<file path="src/rtl/rv32i_dbg_trigger_pkg.sv">
// Shared constants and types for the RV32I debug trigger unit.
// Watchpoint modes are enabled by defining RV32I_DBG_WATCHPOINT_EN.
package rv32i_dbg_trigger_pkg;

    localparam logic [11:0] DBG_BP_BASE_ADDR = 12'h100;
    localparam int          DBG_BP_STRIDE    = 8;

    // Register addresses of the original two-breakpoint window, kept for older callers.
    localparam logic [11:0] DBG_BP0_ADDR = DBG_BP_BASE_ADDR;
    localparam logic [11:0] DBG_BP0_CTRL = DBG_BP_BASE_ADDR + 12'h004;
    localparam logic [11:0] DBG_BP1_ADDR = DBG_BP_BASE_ADDR + 12'(DBG_BP_STRIDE);
    localparam logic [11:0] DBG_BP1_CTRL = DBG_BP1_ADDR + 12'h004;

    typedef enum logic [3:0] {
        HALT_NONE       = 4'b0000,
        HALT_BREAKPOINT = 4'b0010
    } halt_cause_e;

    typedef enum logic [1:0] {
        TRIG_EXEC       = 2'b00,
        TRIG_EXEC_NAPOT = 2'b01,
        TRIG_WATCH_LS   = 2'b10,
        TRIG_WATCH_ST   = 2'b11
    } trig_mode_e;

    typedef struct packed {
        logic       hit;       // [31]
        logic [6:0] rsvd3;     // [30:24]
        logic [7:0] thresh;    // [23:16]
        logic [2:0] rsvd2;     // [15:13]
        logic [4:0] napot_k;   // [12:8]
        logic [4:0] rsvd1;     // [7:3]
        trig_mode_e mode;      // [2:1]
        logic       enable;    // [0]
    } trig_ctrl_t;

    typedef enum logic {
        REQ_IDLE = 1'b0,
        REQ_PEND = 1'b1
    } req_state_e;

endpackage

</file>
<file path="src/rtl/rv32i_dbg_trigger_if.sv">
// APB slave bus carrying the breakpoint register window.
interface rv32i_dbg_trigger_if;

    logic        psel;
    logic        penable;
    logic        pwrite;
    logic [11:0] paddr;
    logic [31:0] pwdata;
    logic [31:0] prdata;
    logic        pready;
    logic        pslverr;

    modport master (
        output psel, penable, pwrite, paddr, pwdata,
        input  prdata, pready, pslverr
    );

    modport slave (
        input  psel, penable, pwrite, paddr, pwdata,
        output prdata, pready, pslverr
    );

endinterface

</file>
<file path="src/rtl/rv32i_trig_match.sv">
// One trigger: ADDR/CTRL registers, hit counter and match/fire logic.
// Watch modes exist only when RV32I_DBG_WATCHPOINT_EN is defined.
module rv32i_trig_match
    import rv32i_dbg_trigger_pkg::*;
#(
    parameter int CNT_WIDTH = 8
) (
    input  logic        clk,
    input  logic        rst_n,
    input  logic        addr_we_i,
    input  logic        ctrl_we_i,
    input  logic [31:0] wdata_i,
    input  logic        match_en_i,
    input  logic        fetch_valid_i,
    input  logic [31:0] fetch_pc_i,
    input  logic        mem_valid_i,
    input  logic [31:0] mem_addr_i,
    input  logic        mem_write_i,
    output logic        fire_o,
    output logic [31:0] addr_o,
    output logic [31:0] ctrl_o
);

    localparam logic [CNT_WIDTH:0] CNT_ONE = (CNT_WIDTH + 1)'(1);

    logic [31:0]          addr_q,    addr_d;
    logic                 enable_q,  enable_d;
    trig_mode_e           mode_q,    mode_d;
    logic [4:0]           napot_k_q, napot_k_d;
    logic [CNT_WIDTH-1:0] thresh_q,  thresh_d;
    logic                 hit_q,     hit_d;
    logic [CNT_WIDTH-1:0] cnt_q,     cnt_d;

    logic [31:0]          napot_mask;
    logic                 cond;
    logic                 match;
    logic [CNT_WIDTH:0]   cnt_inc;
    logic                 reached;
    logic                 unused_bits;
    trig_ctrl_t           ctrl_rd;

    assign napot_mask = 32'hFFFF_FFFF << napot_k_q;

    always_comb begin
        cond = 1'b0;
        case (mode_q)
            TRIG_EXEC:       cond = fetch_valid_i && (fetch_pc_i == addr_q);
            TRIG_EXEC_NAPOT: cond = fetch_valid_i && (((fetch_pc_i ^ addr_q) & napot_mask) == 32'h0);
`ifdef RV32I_DBG_WATCHPOINT_EN
            TRIG_WATCH_LS:   cond = mem_valid_i && (mem_addr_i == addr_q);
            TRIG_WATCH_ST:   cond = mem_valid_i && mem_write_i && (mem_addr_i == addr_q);
`endif
            default:         cond = 1'b0;
        endcase
    end

`ifdef RV32I_DBG_WATCHPOINT_EN
    assign unused_bits = ^wdata_i;
`else
    assign unused_bits = ^{wdata_i, mem_valid_i, mem_addr_i, mem_write_i};
`endif

    assign match   = enable_q && match_en_i && cond;
    assign cnt_inc = {1'b0, cnt_q} + CNT_ONE;
    assign reached = cnt_inc >= {1'b0, thresh_q};
    // A CTRL write in the same cycle overrides the fire entirely.
    assign fire_o  = match && reached && !ctrl_we_i;

    always_comb begin
        addr_d    = addr_q;
        enable_d  = enable_q;
        mode_d    = mode_q;
        napot_k_d = napot_k_q;
        thresh_d  = thresh_q;
        hit_d     = hit_q;
        cnt_d     = cnt_q;
        if (addr_we_i) begin
            addr_d = wdata_i;
        end
        if (ctrl_we_i) begin
            enable_d  = wdata_i[0];
`ifdef RV32I_DBG_WATCHPOINT_EN
            mode_d    = trig_mode_e'(wdata_i[2:1]);
`else
            mode_d    = trig_mode_e'({1'b0, wdata_i[1]});
`endif
            napot_k_d = wdata_i[12:8];
            thresh_d  = wdata_i[16 +: CNT_WIDTH];
            hit_d     = hit_q & ~wdata_i[31];
            cnt_d     = '0;
        end else if (match) begin
            if (reached) begin
                hit_d = 1'b1;
                cnt_d = '0;
            end else if (!(&cnt_q)) begin
                cnt_d = cnt_inc[CNT_WIDTH-1:0];
            end
        end
    end

    always_ff @(posedge clk or negedge rst_n) begin
        if (!rst_n) begin
            addr_q    <= '0;
            enable_q  <= 1'b0;
            mode_q    <= TRIG_EXEC;
            napot_k_q <= '0;
            thresh_q  <= '0;
            hit_q     <= 1'b0;
            cnt_q     <= '0;
        end else begin
            addr_q    <= addr_d;
            enable_q  <= enable_d;
            mode_q    <= mode_d;
            napot_k_q <= napot_k_d;
            thresh_q  <= thresh_d;
            hit_q     <= hit_d;
            cnt_q     <= cnt_d;
        end
    end

    always_comb begin
        ctrl_rd         = '0;
        ctrl_rd.enable  = enable_q;
        ctrl_rd.mode    = mode_q;
        ctrl_rd.napot_k = napot_k_q;
        ctrl_rd.thresh  = 8'(thresh_q);
        ctrl_rd.hit     = hit_q;
    end

    assign addr_o = addr_q;
    assign ctrl_o = ctrl_rd;

endmodule

</file>
<file path="src/rtl/rv32i_dbg_trigger.sv">
// Debug trigger unit top: APB decode, trigger array, priority encode, halt request FSM.
// Define RV32I_DBG_WATCHPOINT_EN to enable the data watchpoint modes.
module rv32i_dbg_trigger
    import rv32i_dbg_trigger_pkg::*;
#(
    parameter int NUM_TRIG  = 4,
    parameter int CNT_WIDTH = 8
) (
    input  logic                 clk,
    input  logic                 rst_n,
    rv32i_dbg_trigger_if.slave   apb,
    input  logic                 fetch_valid,
    input  logic [31:0]          fetch_pc,
    input  logic                 mem_valid,
    input  logic [31:0]          mem_addr,
    input  logic                 mem_write,
    input  logic                 core_halted,
    input  logic                 halt_ack,
    output logic                 bp_halt_req,
    output logic [3:0]           bp_halt_cause,
    output logic [2:0]           bp_hit_idx
);

    localparam logic [11:0] WIN_END = DBG_BP_BASE_ADDR + 12'(DBG_BP_STRIDE * NUM_TRIG);

    logic                access;
    logic                in_range;
    logic                wr_en;
    logic [11:0]         offset;
    logic [2:0]          sel_idx;
    logic                sel_ctrl;
    logic                unused_offset;
    logic [31:0]         rd_word;
    logic                match_en;

    logic [NUM_TRIG-1:0] addr_we;
    logic [NUM_TRIG-1:0] ctrl_we;
    logic [NUM_TRIG-1:0] fire;
    logic [31:0]         trig_addr [NUM_TRIG];
    logic [31:0]         trig_ctrl [NUM_TRIG];
    logic [2:0]          fire_idx;

    req_state_e          state_q, state_d;
    logic [2:0]          hit_idx_q, hit_idx_d;

    assign access        = apb.psel && apb.penable;
    assign in_range      = (apb.paddr >= DBG_BP_BASE_ADDR) && (apb.paddr < WIN_END);
    assign wr_en         = access && apb.pwrite && in_range;
    assign offset        = apb.paddr - DBG_BP_BASE_ADDR;
    assign sel_idx       = offset[5:3];
    assign sel_ctrl      = offset[2];
    assign unused_offset = ^{offset[11:6], offset[1:0]};

    // Matching stops once a request is pending so counters freeze until the core acks.
    assign match_en = !core_halted && (state_q == REQ_IDLE);

    genvar gi;
    for (gi = 0; gi < NUM_TRIG; gi++) begin : g_trig
        assign addr_we[gi] = wr_en && (sel_idx == 3'(gi)) && !sel_ctrl;
        assign ctrl_we[gi] = wr_en && (sel_idx == 3'(gi)) &&  sel_ctrl;

        rv32i_trig_match #(
            .CNT_WIDTH (CNT_WIDTH)
        ) u_trig (
            .clk           (clk),
            .rst_n         (rst_n),
            .addr_we_i     (addr_we[gi]),
            .ctrl_we_i     (ctrl_we[gi]),
            .wdata_i       (apb.pwdata),
            .match_en_i    (match_en),
            .fetch_valid_i (fetch_valid),
            .fetch_pc_i    (fetch_pc),
            .mem_valid_i   (mem_valid),
            .mem_addr_i    (mem_addr),
            .mem_write_i   (mem_write),
            .fire_o        (fire[gi]),
            .addr_o        (trig_addr[gi]),
            .ctrl_o        (trig_ctrl[gi])
        );
    end

    always_comb begin
        rd_word = 32'h0;
        for (int i = 0; i < NUM_TRIG; i++) begin
            if (sel_idx == 3'(i)) begin
                rd_word = sel_ctrl ? trig_ctrl[i] : trig_addr[i];
            end
        end
    end

    assign apb.prdata  = (access && in_range) ? rd_word : 32'h0;
    assign apb.pslverr = access && !in_range;
    assign apb.pready  = 1'b1;

    // Descending scan leaves the lowest firing index.
    always_comb begin
        fire_idx = 3'd0;
        for (int i = NUM_TRIG - 1; i >= 0; i--) begin
            if (fire[i]) begin
                fire_idx = 3'(i);
            end
        end
    end

    always_comb begin
        state_d   = state_q;
        hit_idx_d = hit_idx_q;
        case (state_q)
            REQ_IDLE: begin
                if (|fire) begin
                    state_d   = REQ_PEND;
                    hit_idx_d = fire_idx;
                end
            end
            REQ_PEND: begin
                if (halt_ack) begin
                    state_d = REQ_IDLE;
                end
            end
            default: state_d = REQ_IDLE;
        endcase
    end

    always_ff @(posedge clk or negedge rst_n) begin
        if (!rst_n) begin
            state_q   <= REQ_IDLE;
            hit_idx_q <= 3'd0;
        end else begin
            state_q   <= state_d;
            hit_idx_q <= hit_idx_d;
        end
    end

    assign bp_halt_req   = (state_q == REQ_PEND);
    assign bp_halt_cause = (state_q == REQ_PEND) ? HALT_BREAKPOINT : HALT_NONE;
    assign bp_hit_idx    = hit_idx_q;

endmodule

</file>
<file path="src/flat_wrapper.sv">
// flat-port wrapper written by rule: the top's interface ports become plain ports
module rv32i_dbg_trigger_flat import rv32i_dbg_trigger_pkg::*;
#(
    parameter int NUM_TRIG  = 4,
    parameter int CNT_WIDTH = 8
)
  (clk, rst_n, fetch_valid, fetch_pc, mem_valid, mem_addr, mem_write, core_halted, halt_ack, bp_halt_req, bp_halt_cause, bp_hit_idx, apb_psel, apb_penable, apb_pwrite, apb_paddr, apb_pwdata, apb_prdata, apb_pready, apb_pslverr);
  rv32i_dbg_trigger_if apb_i ();
  input  logic clk;
  input  logic rst_n;
  input  logic fetch_valid;
  input  logic [31:0] fetch_pc;
  input  logic mem_valid;
  input  logic [31:0] mem_addr;
  input  logic mem_write;
  input  logic core_halted;
  input  logic halt_ack;
  output logic bp_halt_req;
  output logic [3:0] bp_halt_cause;
  output logic [2:0] bp_hit_idx;
  input wire logic [$bits(apb_i.psel)-1:0] apb_psel;
  input wire logic [$bits(apb_i.penable)-1:0] apb_penable;
  input wire logic [$bits(apb_i.pwrite)-1:0] apb_pwrite;
  input wire logic [$bits(apb_i.paddr)-1:0] apb_paddr;
  input wire logic [$bits(apb_i.pwdata)-1:0] apb_pwdata;
  output wire logic [$bits(apb_i.prdata)-1:0] apb_prdata;
  output wire logic [$bits(apb_i.pready)-1:0] apb_pready;
  output wire logic [$bits(apb_i.pslverr)-1:0] apb_pslverr;
  assign apb_i.psel = apb_psel;
  assign apb_i.penable = apb_penable;
  assign apb_i.pwrite = apb_pwrite;
  assign apb_i.paddr = apb_paddr;
  assign apb_i.pwdata = apb_pwdata;
  assign apb_prdata = apb_i.prdata;
  assign apb_pready = apb_i.pready;
  assign apb_pslverr = apb_i.pslverr;
  rv32i_dbg_trigger #(.NUM_TRIG(NUM_TRIG), .CNT_WIDTH(CNT_WIDTH)) u_core (.clk(clk), .rst_n(rst_n), .apb(apb_i), .fetch_valid(fetch_valid), .fetch_pc(fetch_pc), .mem_valid(mem_valid), .mem_addr(mem_addr), .mem_write(mem_write), .core_halted(core_halted), .halt_ack(halt_ack), .bp_halt_req(bp_halt_req), .bp_halt_cause(bp_halt_cause), .bp_hit_idx(bp_hit_idx));
endmodule
</file>
<file path="config.mk">
export PLATFORM = sky130hd
export DESIGN_NAME = rv32i_dbg_trigger_flat
export DESIGN_NICKNAME = d
export VERILOG_FILES = /design/src/rtl/rv32i_dbg_trigger_pkg.sv /design/src/rtl/rv32i_dbg_trigger_if.sv /design/src/rtl/rv32i_trig_match.sv /design/src/rtl/rv32i_dbg_trigger.sv /design/src/flat_wrapper.sv
export SDC_FILE = /design/constraint.sdc
export NUM_CORES = 1
export LEC_CHECK = 0
export ABC_AREA = 0
export BUFFER_PORTS_ARGS = -buffer_cell sky130_fd_sc_hd__clkbuf_2
export CORE_ASPECT_RATIO = 2
export CORE_MARGIN = 8
export CORE_UTILIZATION = 45
export DETAILED_ROUTE_END_ITERATION = 10
export GPL_TIMING_DRIVEN = 0
export PLACE_DENSITY = 0.75
export SETUP_SLACK_MARGIN = 0.02
export SKIP_LAST_GASP = 1
export SLEW_MARGIN = 20
export SYNTH_ARGS = -nofsm -noshare
export SYNTH_HDL_FRONTEND = slang
export SYNTH_SLANG_ARGS = --single-unit
</file>
<file path="constraint.sdc">
create_clock -name clk -period 3.4 [get_ports clk]
set_input_delay 0.68 -clock clk [delete_from_list [all_inputs] [get_ports clk]]
set_output_delay 0.68 -clock clk [all_outputs]
set_load 0.05 [all_outputs]
</file>
==> results of run 1 <==
[sequential cells by signal, summed over array words and instances, names as in the netlist]
register                        count
u_core.bp_halt_req                  1
u_core.bp_hit_idx                   2
u_core.g_trig.u_trig.addr_o       128
u_core.g_trig.u_trig.cnt_q         32
u_core.g_trig.u_trig.enable_q       4
u_core.g_trig.u_trig.hit_q          4
u_core.g_trig.u_trig.mode_q         4
u_core.g_trig.u_trig.napot_k_q     20
u_core.g_trig.u_trig.thresh_q      32
[per-stage QoR]
stage | std cells | total power, mW | utilization, % | instance area [µm²]
5_1_grt | 2060 | 6.15 | 53.2 | 16800
4_1_cts | 2057 | 6.00 | 52.8 | 16700
3_5_place_dp | 2017 | 3.36 | 50.2 | 15800
3_3_place_gp | 2015 | 3.35 | 50.0 | 15800
2_1_floorplan | 1483 | 3.02 | - | 14700
6_report | 2060 | 6.00 | 53.2 | 16800
[what timing repair did]
item | in CTS | in global routing
resized for setup | 31 | 51
gates cloned | 0 | 0
hold buffers | 0 | 0
pin swaps | 1 | 1
setup buffers | 1 | 4
endpoints found under the setup margin | 32 | 45
[final timing paths]
path                                                     from                                  to  slack, ps  cells past startpoint
max                                              apb_paddr[2]                      apb_prdata[22]         60                      8
min                                                     rst_n   u_core.g_trig[3].u_trig.addr_o[4]        140                      1
max reg2reg                u_core.g_trig[3].u_trig.addr_o[29]                u_core.bp_hit_idx[0]        120                      8
min reg2reg                     u_core.g_trig[2].u_trig.hit_q       u_core.g_trig[2].u_trig.hit_q        490                      1
max in group asynchronous                               rst_n  u_core.g_trig[2].u_trig.addr_o[30]       2060                      3
min in group clk                                     halt_ack                  u_core.bp_halt_req        420                      4
[power by group through the flow]
stage | clock network [mW] | logic [mW] | registers, mW
4_1_cts | 2.68 | 0.603 | 2.71
3_3_place_gp | 0 | 0.584 | 2.76
6_report | 2.66 | 0.624 | 2.71
5_1_grt | 2.79 | 0.649 | 2.71
2_1_floorplan | 0 | 0.261 | 2.76
3_5_place_dp | 0 | 0.596 | 2.76
[routing by layer]
layer  vias up  wire [µm]
li1       5586          -
met1      6268      18600
met2       648      29100
met3       237       3600
met4         0       6330
met5         -          0
[cells in the mapped netlist, types with 36 or more instances]
cell type / n / area share [%]
mux2_2: 146 / 11
o21ai_0: 81 / 2.8
xor2_1: 93 / 5.7
xnor2_1: 61 / 3.7
nand2_1: 152 / 4.0
dfrtp_1: 227 / 40
nand3_1: 38 / 1.3
mux2i_1: 37 / 2.6
inv_1: 43 / 1.1
ha_1: 36 / 3.1
clkbuf_1: 62 / 1.6
nor2_1: 86 / 2.2
[worst register-to-register path: stages, from the launching register on]
cell       delay (ps)
dfrtp_1           400
xor2_1            240
or4b_2            750
nor4_1            420
nand4_1           170
a2bb2oi_1         410
buf_2             340
nand3_1           240
a31oi_1           230
[kinds of logic after synthesis]
family / synth area share, %
AOI/OAI and AO/OA: 12.8
xor gates and xnor gates: 9.38
and+or+nand+nor: 15.7
muxes: 15.7
other: 0.0522
buffers and inverters: 3.73
adders and majority gates: 3.13
DFF: 39.5
[layout make-up]
cell class / count / area, µm²
inverters: 43 / 161
well taps: 423 / 529
fillers: 2877 / 14800
repair buffers: 116 / 679
plain buffers: 87 / 423
clock buffers: 31 / 626
multi-input cells: 1123 / 8550
flip-flops and latches: 227 / 5680
clock inverters: 10 / 134
==> results.yml, run 1 <==
outcome:
  outcome: "complete, no violations"
placement:
  place_ws_ps: -944
  place_congestion: 1.05
  hpwl_um: 45300
  portBuffers: 109
run:
  drv_cap: 0
sta:
  slew_headroom_pct: 24.8
  fin_ws_ps: 64.5
  finalSetupViolCount: 0
  fmax_ghz: 0.300
  fin_hold_ws_ps: 142
  rsz0062_at_grt: "yes"
  fin_skew_ps: 25.8
  hold_violations: 0
  fin_setup_tns_ps: 0
  maxSlewViolCount: 0
  fin_crit_ps: 3340
  period_share_pct: 98.1
  worst_pin_slew_ps: 1120
min_path:
  min_path_type: "primary input to async pin"
power_and_ir_drop:
  pwr-share-comb_pct: 10.4
  cellPowerDensity_nw_per_um2: 357
  share_clk_of_total_power_pct: 44.4
  leakage_nw: 8.01
  switchingPower_mw: 1.60
  intPower_mw: 4.40
  p_seq_share_pct: 45.2
  swShare_pct: 26.7
  irDropWorstVdd_v: 0.000279
floorplanning:
  io_pins: 160
  die_area_um2: 38300
  rows: 92
  die-width_um: 142
  die_h_um: 269
  start_util_pct: 45.6
  core-area_um2: 31500
worst_setup_path:
  crit_required_ps: 2720
  critPathBufInv: 5
  cpLargestDelayFamily: "buffers and inverters"
  cp_slowest_stage_delay_ps: 330
  start_kind: "primary input"
  arrival_ps: 2660
  crit_slowest_cell: "mux2i_1"
  path_cells: "clkbuf_4 -> buf_4 -> buf_4 -> buf_4 -> mux2i_1 -> a22oi_1 -> and3_1 -> clkbuf_2"
  end_kind: "output pin"
  critPathMaxFanout: 10
  worstSetupPathType: "primary input to output pin"
  cpMostUsedCell: "buf_4"
clock_network:
  clk_latency_ps: 540
  clk_path_buf_depth: 3
  cts_buffers: 23
  cts_tree: "built"
  path_clk_slew_ps: 70
  h-tree-depth: 1
  cts.sinks: 227
  clockRootBuffer: "clkbuf_16"
global_routing:
  grt_usage_pct: 30.3
  grt.overflow.total: 0
  grt_util_met3_pct: 5.21
  grt_util_met1_pct: 29.3
  grt_pass1_vias: 13200
  grt_max_degree: 90
  grt_pass1_wl_um: 83800
  grt_busiest_layer: "met2"
  use_met2_pct: 53.8
  antenna_found_initial: 0
yosys:
  postSynthCellCount: 1480
  syn-cell-area_um2: 14400
  synth_edf_count: 0
  synthFlopType: "dfrtp_1"
  synth_area_per_cell_um2: 9.72
  ys_ff_latch: 227
  synth-seq-area-share_pct: 39.5
  synth_cell_types: 78
  synthArstFlopShare_pct: 100
  ys_warn_count: 0
routing:
  vias: 12700
  vias_per_cell: 6.18
  drtIter0Drc: 937
  drtPass1Iterations: 5
  drt-total-wl_um: 57600
  drc_errors: 0
  ant_nets: 0
  wire_per_inst_um: 28.0
layout:
  mostFrequentLayoutCells: "226 x dfrtp_1, 152 x nand2_1, 146 x mux2_2"
  antenna_cells: 0
  layout.nets: 1775
  area_growth_pct: 16.7
  drive_gt1_share_pct: 24.4
  mostFrequentLayoutCell: "dfrtp_1"
Power figures use the tool's default switching activity.
==> run 2, diff against run 1 <==
--- a/config.mk
+++ b/config.mk
@@ -11,8 +11,10 @@
 export CORE_MARGIN = 8
 export CORE_UTILIZATION = 45
 export DETAILED_ROUTE_END_ITERATION = 10
+export GPL_ROUTABILITY_DRIVEN = 0
 export GPL_TIMING_DRIVEN = 0
 export PLACE_DENSITY = 0.75
+export RECOVER_POWER = 50
 export SETUP_SLACK_MARGIN = 0.02
 export SKIP_LAST_GASP = 1
 export SLEW_MARGIN = 20
==> results.yml, run 2 (synthesis gave the netlist of run 1 again) <==
run:
  drv_cap: 0
power_and_ir_drop:
  leakage_nw: 7.96
  irDropWorstVdd_v: 0.000281
  total_power_mw: 5.85
  cellPowerDensity_nw_per_um2: 349
clock_network:
  clockRootBuffer: "clkbuf_16"
  cts_tree: "built"
  cts.sinks: 227
  cts_buffers: 21
  path_clk_slew_ps: 70
  clk_path_buf_depth: 3
  clk_latency_ps: 540
  h-tree-depth: 1
floorplanning:
  die-width_um: 142
  io_pins: 160
  die_h_um: 269
  core-area_um2: 31500
  die_area_um2: 38300
  start_util_pct: 45.6
  rows: 92
sta:
  fin_skew_ps: 13.0
  rsz0062_at_grt: "yes"
  fmax_ghz: 0.295
  slew_headroom_pct: 15.0
  period_share_pct: 99.8
  worst_pin_slew_ps: 1270
  finalSetupViolCount: 0
  fin_crit_ps: 3390
  hold_violations: 0
  fin_ws_ps: 8.41
  maxSlewViolCount: 0
routing:
  vias: 13000
  drtIter0Drc: 1279
  drc_errors: 0
  ant_nets: 0
  vias_per_cell: 6.33
  drt-total-wl_um: 56300
  wire_per_inst_um: 27.3
  drtPass1Iterations: 6
outcome:
  outcome: "complete, no violations"
placement:
  hpwl_um: 42200
  placed_cell_area_um2: 15900
  portBuffers: 109
  place_ws_ps: -817
worst_setup_path:
  critPathBufInv: 5
  end_kind: "output pin"
  cpMostUsedCell: "buf_4"
  arrival_ps: 2710
  crit_required_ps: 2720
  critPathMaxFanout: 10
  cp_slowest_stage_delay_ps: 380
  crit_slowest_cell: "mux2i_2"
  path_cells: "clkbuf_4 -> buf_4 -> buf_2 -> buf_4 -> mux2i_2 -> a22oi_1 -> and3_1 -> clkbuf_2"
  worstSetupPathType: "primary input to output pin"
  cpLargestDelayFamily: "buffers and inverters"
  start_kind: "primary input"
layout:
  layout.nets: 1777
  nFillCells: 2783
  area_growth_pct: 16.4
  mostFrequentLayoutCell: "dfrtp_1"
  drive_gt1_share_pct: 23.4
  post-route-util_pct: 53.1
  largest_reg_flops: 128
  mostFrequentLayoutCells: "227 x dfrtp_1, 152 x nand2_1, 146 x mux2_2"
  final_area_um2: 16700
global_routing:
  grt_max_degree: 90
  grt_pass1_vias: 13200
  grt_usage_pct: 29.7
  grt.overflow.total: 0
  grt_pass1_wl_um: 82200
  antenna_found_initial: 3
min_path:
  min_path_type: "primary input to flip-flop"
-- run 2: cell types whose count changed in the layout (fill, tap and decap cells not counted), moves of 3 or more --
cell | before | now
xnor2_4 | 0 | 3
buf_2 | 7 | 10
clkbuf_4 | 17 | 12
clkbuf_2 | 105 | 94
clkbuf_1 | 45 | 57
-- run 2: power breakdown --
group / switching [mW] / internal, mW / total [mW]
Sequential: 0.00611 / 2.70 / 2.71
Clock: 1.10 / 1.40 / 2.51
Combinational: 0.461 / 0.168 / 0.630
Total: 1.57 / 4.28 / 5.85
-- run 2: through the flow --
stage,cells,hold slack [ps],setup TNS [ps]
final,2062,427,0
after global routing,2061,427,-339
after CTS,2056,428,0
after detailed placement,2018,478,-56830
after global placement,2015,466,-683210
after floorplan,1483,384,-1490
-- run 2: repair_timing --
action / 4_1_cts / 5_1_grt
resized for setup: 32 / 40
setup buffers: 1 / 5
gates cloned: 0 / 0
hold endpoints to repair: 11 / 0
setup endpoints to repair: 43 / 41
pin swaps: 1 / 1
hold buffers: 1 / 0
-- run 2: routing by layer --
metal  up-vias  part of all wire (%)  track usage (%)
li1       5604                     -                -
met2       803                    48             50.3
met4         2                    11             28.3
met5         -                 0.028                0
met1      6302                    32             28.8
met3       337                   8.6             7.89
-- run 2: cell type report --
type | instances | area [µm²] | share of cell area, %
sequential | 227 | 5680 | 33.9
timing repair buffer | 119 | 662 | 3.95
multi-input combinational | 1123 | 8590 | 51.3
tap | 423 | 529 | 3.16
clock buffer | 30 | 609 | 3.64
antenna | 2 | 5.00 | 0.0299
clock inverter | 7 | 92.6 | 0.553
inverter | 43 | 161 | 0.964
buffer | 88 | 414 | 2.47
-- run 2: final timing paths --
path	startpoint	to	slack, ps	cells after the start
max in group asynchronous	rst_n	u_core.g_trig[2].u_trig.addr_o[13]	550	4
setup / recovery	apb_paddr[2]	apb_prdata[16]	8	8
hold reg to reg	u_core.g_trig[3].u_trig.enable_q	u_core.g_trig[3].u_trig.enable_q	520	2
min in group asynchronous	rst_n	u_core.g_trig[3].u_trig.addr_o[2]	690	2
setup reg to reg	u_core.g_trig[1].u_trig.cnt_q[0]	u_core.bp_halt_req	160	12
hold / removal	apb_pwdata[3]	u_core.g_trig[0].u_trig.addr_o[3]	430	2
==> run 3, diff against run 2 <==
--- a/config.mk
+++ b/config.mk
@@ -13,7 +13,7 @@
 export DETAILED_ROUTE_END_ITERATION = 10
 export GPL_ROUTABILITY_DRIVEN = 0
 export GPL_TIMING_DRIVEN = 0
-export PLACE_DENSITY = 0.75
+export PLACE_DENSITY = 0.77
 export RECOVER_POWER = 50
 export SETUP_SLACK_MARGIN = 0.02
 export SKIP_LAST_GASP = 1
==> constraint.sdc (replaced) <==
create_clock -name clk -period 2.97 [get_ports clk]
set_input_delay 0.594 -clock clk [delete_from_list [all_inputs] [get_ports clk]]
set_output_delay 0.594 -clock clk [all_outputs]
set_load 0.05 [all_outputs]
==> results.yml, run 3 (synthesis gave the netlist of run 1 again) <==
min_path:
  holdPathStages: 2
  min_path_type: "primary input to flip-flop"
  hp-start: "apb_pwdata[4]"
  holdPathEnd: "u_core.g_trig[0].u_trig.addr_o[4]"
worst_setup_path:
  crit_required_ps: 3400
  critPathMaxFanout: 5
  end_kind: "flip-flop"
  reg2reg_depth: 8
  r2r_slack_ps: 30
  worst_r2r_endpoint: "u_core.g_trig[1].u_trig.cnt_q[6]"
  arrival_ps: 3370
  r2r-start: "u_core.g_trig[1].u_trig.addr_o[13]"
  startpoint: "u_core.g_trig[1].u_trig.addr_o[13]"
  start_kind: "flip-flop"
  worstSetupPathType: "flip-flop to flip-flop"
layout:
  mostFrequentLayoutCell: "dfrtp_1"
  area_growth_pct: 22.2
  final_area_um2: 17600
  post-route-util_pct: 55.7
  final_cells: 2074
  layout.nets: 1792
  drive_gt1_share_pct: 29.8
  largest_reg_flops: 128
  mostFrequentLayoutCells: "212 x dfrtp_1, 150 x nand2_1, 145 x mux2_2"
power_and_ir_drop:
  p_seq_share_pct: 45.7
  pwr-share-comb_pct: 11.1
  cellPowerDensity_nw_per_um2: 386
  share_clk_of_total_power_pct: 43.2
  swShare_pct: 27.1
  leakage_nw: 8.23
  intPower_mw: 4.94
  total_power_mw: 6.79
  irDropWorstVdd_v: 0.000333
  switchingPower_mw: 1.84
floorplanning:
  die_h_um: 269
  start_util_pct: 45.6
  io_pins: 160
  die-width_um: 142
  rows: 92
  die_area_um2: 38300
  core-area_um2: 31500
outcome:
  outcome: "complete, no violations"
clock_network:
  path_clk_slew_ps: 70
  clk_path_buf_depth: 3
  cts_tree: "built"
  h-tree-depth: 1
  cts.sinks: 227
  clk_latency_ps: 550
  cts_buffers: 21
  clockRootBuffer: "clkbuf_16"
sta:
  fin_setup_tns_ps: 0
  rsz0062_at_grt: "yes"
  period_share_pct: 99.2
  fin_hold_ws_ps: 331
  hold_violations: 0
  fmax_ghz: 0.340
  fin_skew_ps: 11.2
  fin_ws_ps: 25.2
  fin_crit_ps: 2940
  maxSlewViolCount: 0
  slew_headroom_pct: 0.712
  worst_pin_slew_ps: 1490
  finalSetupViolCount: 0
global_routing:
  grt_max_degree: 89
  grt_pass1_wl_um: 84700
  grt_pass1_vias: 13700
  grt.overflow.total: 0
  grt_usage_pct: 30.4
  antenna_found_initial: 3
routing:
  drc_errors: 0
  drt-total-wl_um: 58200
  vias_per_cell: 6.49
  drtPass1Iterations: 6
  ant_nets: 0
  vias: 13500
  wire_per_inst_um: 28.0
  drtIter0Drc: 1255
run:
  drv_cap: 0
placement:
  placed_cell_area_um2: 16000
  portBuffers: 109
  placed_cells: 2017
  place_ws_ps: -757
  hpwl_um: 42100
==> run 3: cell count changes in the layout (fill, tap and decap cells not counted), moves of 7 or more <==
cell      before  now
dfrtp_1      227  212
buf_6          1   10
buf_2         10    3
dfrtp_2        0   15
buf_4         20   32
nor3_4         5   16
clkbuf_4      12   24
clkbuf_1      57   37
==> run 3: worst max-delay path: stages (launching register included) <==
cell and delay [ps]:
dfrtp_1 410, xnor2_1 590, and3_1 320, nand4_1 100
or3_1 380, o31ai_2 110, o22ai_1 230, or2_2 410
o41ai_2 250
==> run 3: worst max path at each step <==
stage	end	slack [ps]
6_report	u_core.g_trig[1].u_trig.cnt_q[6]	30
5_1_grt	u_core.g_trig[0].u_trig.cnt_q[4]	-60
4_1_cts	u_core.g_trig[2].u_trig.cnt_q[1]	-30
3_5_place_dp	u_core.g_trig[3].u_trig.addr_o[5]	-760
3_3_place_gp	u_core.g_trig[3].u_trig.napot_k_q[3]	-3190
2_1_floorplan	apb_prdata[10]	-20
==> run 3: power by group through the flow <==
stage	registers, mW	logic [mW]	clock network [mW]
finish	3.10	0.752	2.93
detailed placement	3.16	0.666	0
global route	3.10	0.782	3.04
floorplan	3.16	0.309	0
global placement	3.16	0.649	0
CTS	3.10	0.694	2.92
==> run 3: what timing repair did <==
item	4_1_cts	5_1_grt
cloned	1	1
gates resized for setup	107	89
pin swaps	6	15
hold buffers	0	0
buffers inserted	13	15
endpoints found under the hold margin	0	0
endpoints found under the setup margin	145	66
==> run 3: routing by layer <==
| metal | part of all wire, % | global-route usage, % |
|---|---|---|
| met1 | 32 | 30.5 |
| met2 | 48 | 51.3 |
| met3 | 8.7 | 7.34 |
| met4 | 11 | 28.2 |
| met5 | 0.055 | 0.131 |
==> run 3: final cells by class <==
type | count | area, µm²
tap | 423 | 529
inverter | 43 | 161
buffer | 82 | 479
timing repair buffer | 139 | 920
fill | 2684 | 14000
multi-input combinational | 1124 | 9070
clock inverter | 10 | 140
clock buffer | 25 | 571
antenna | 1 | 2.50
sequential | 227 | 5700
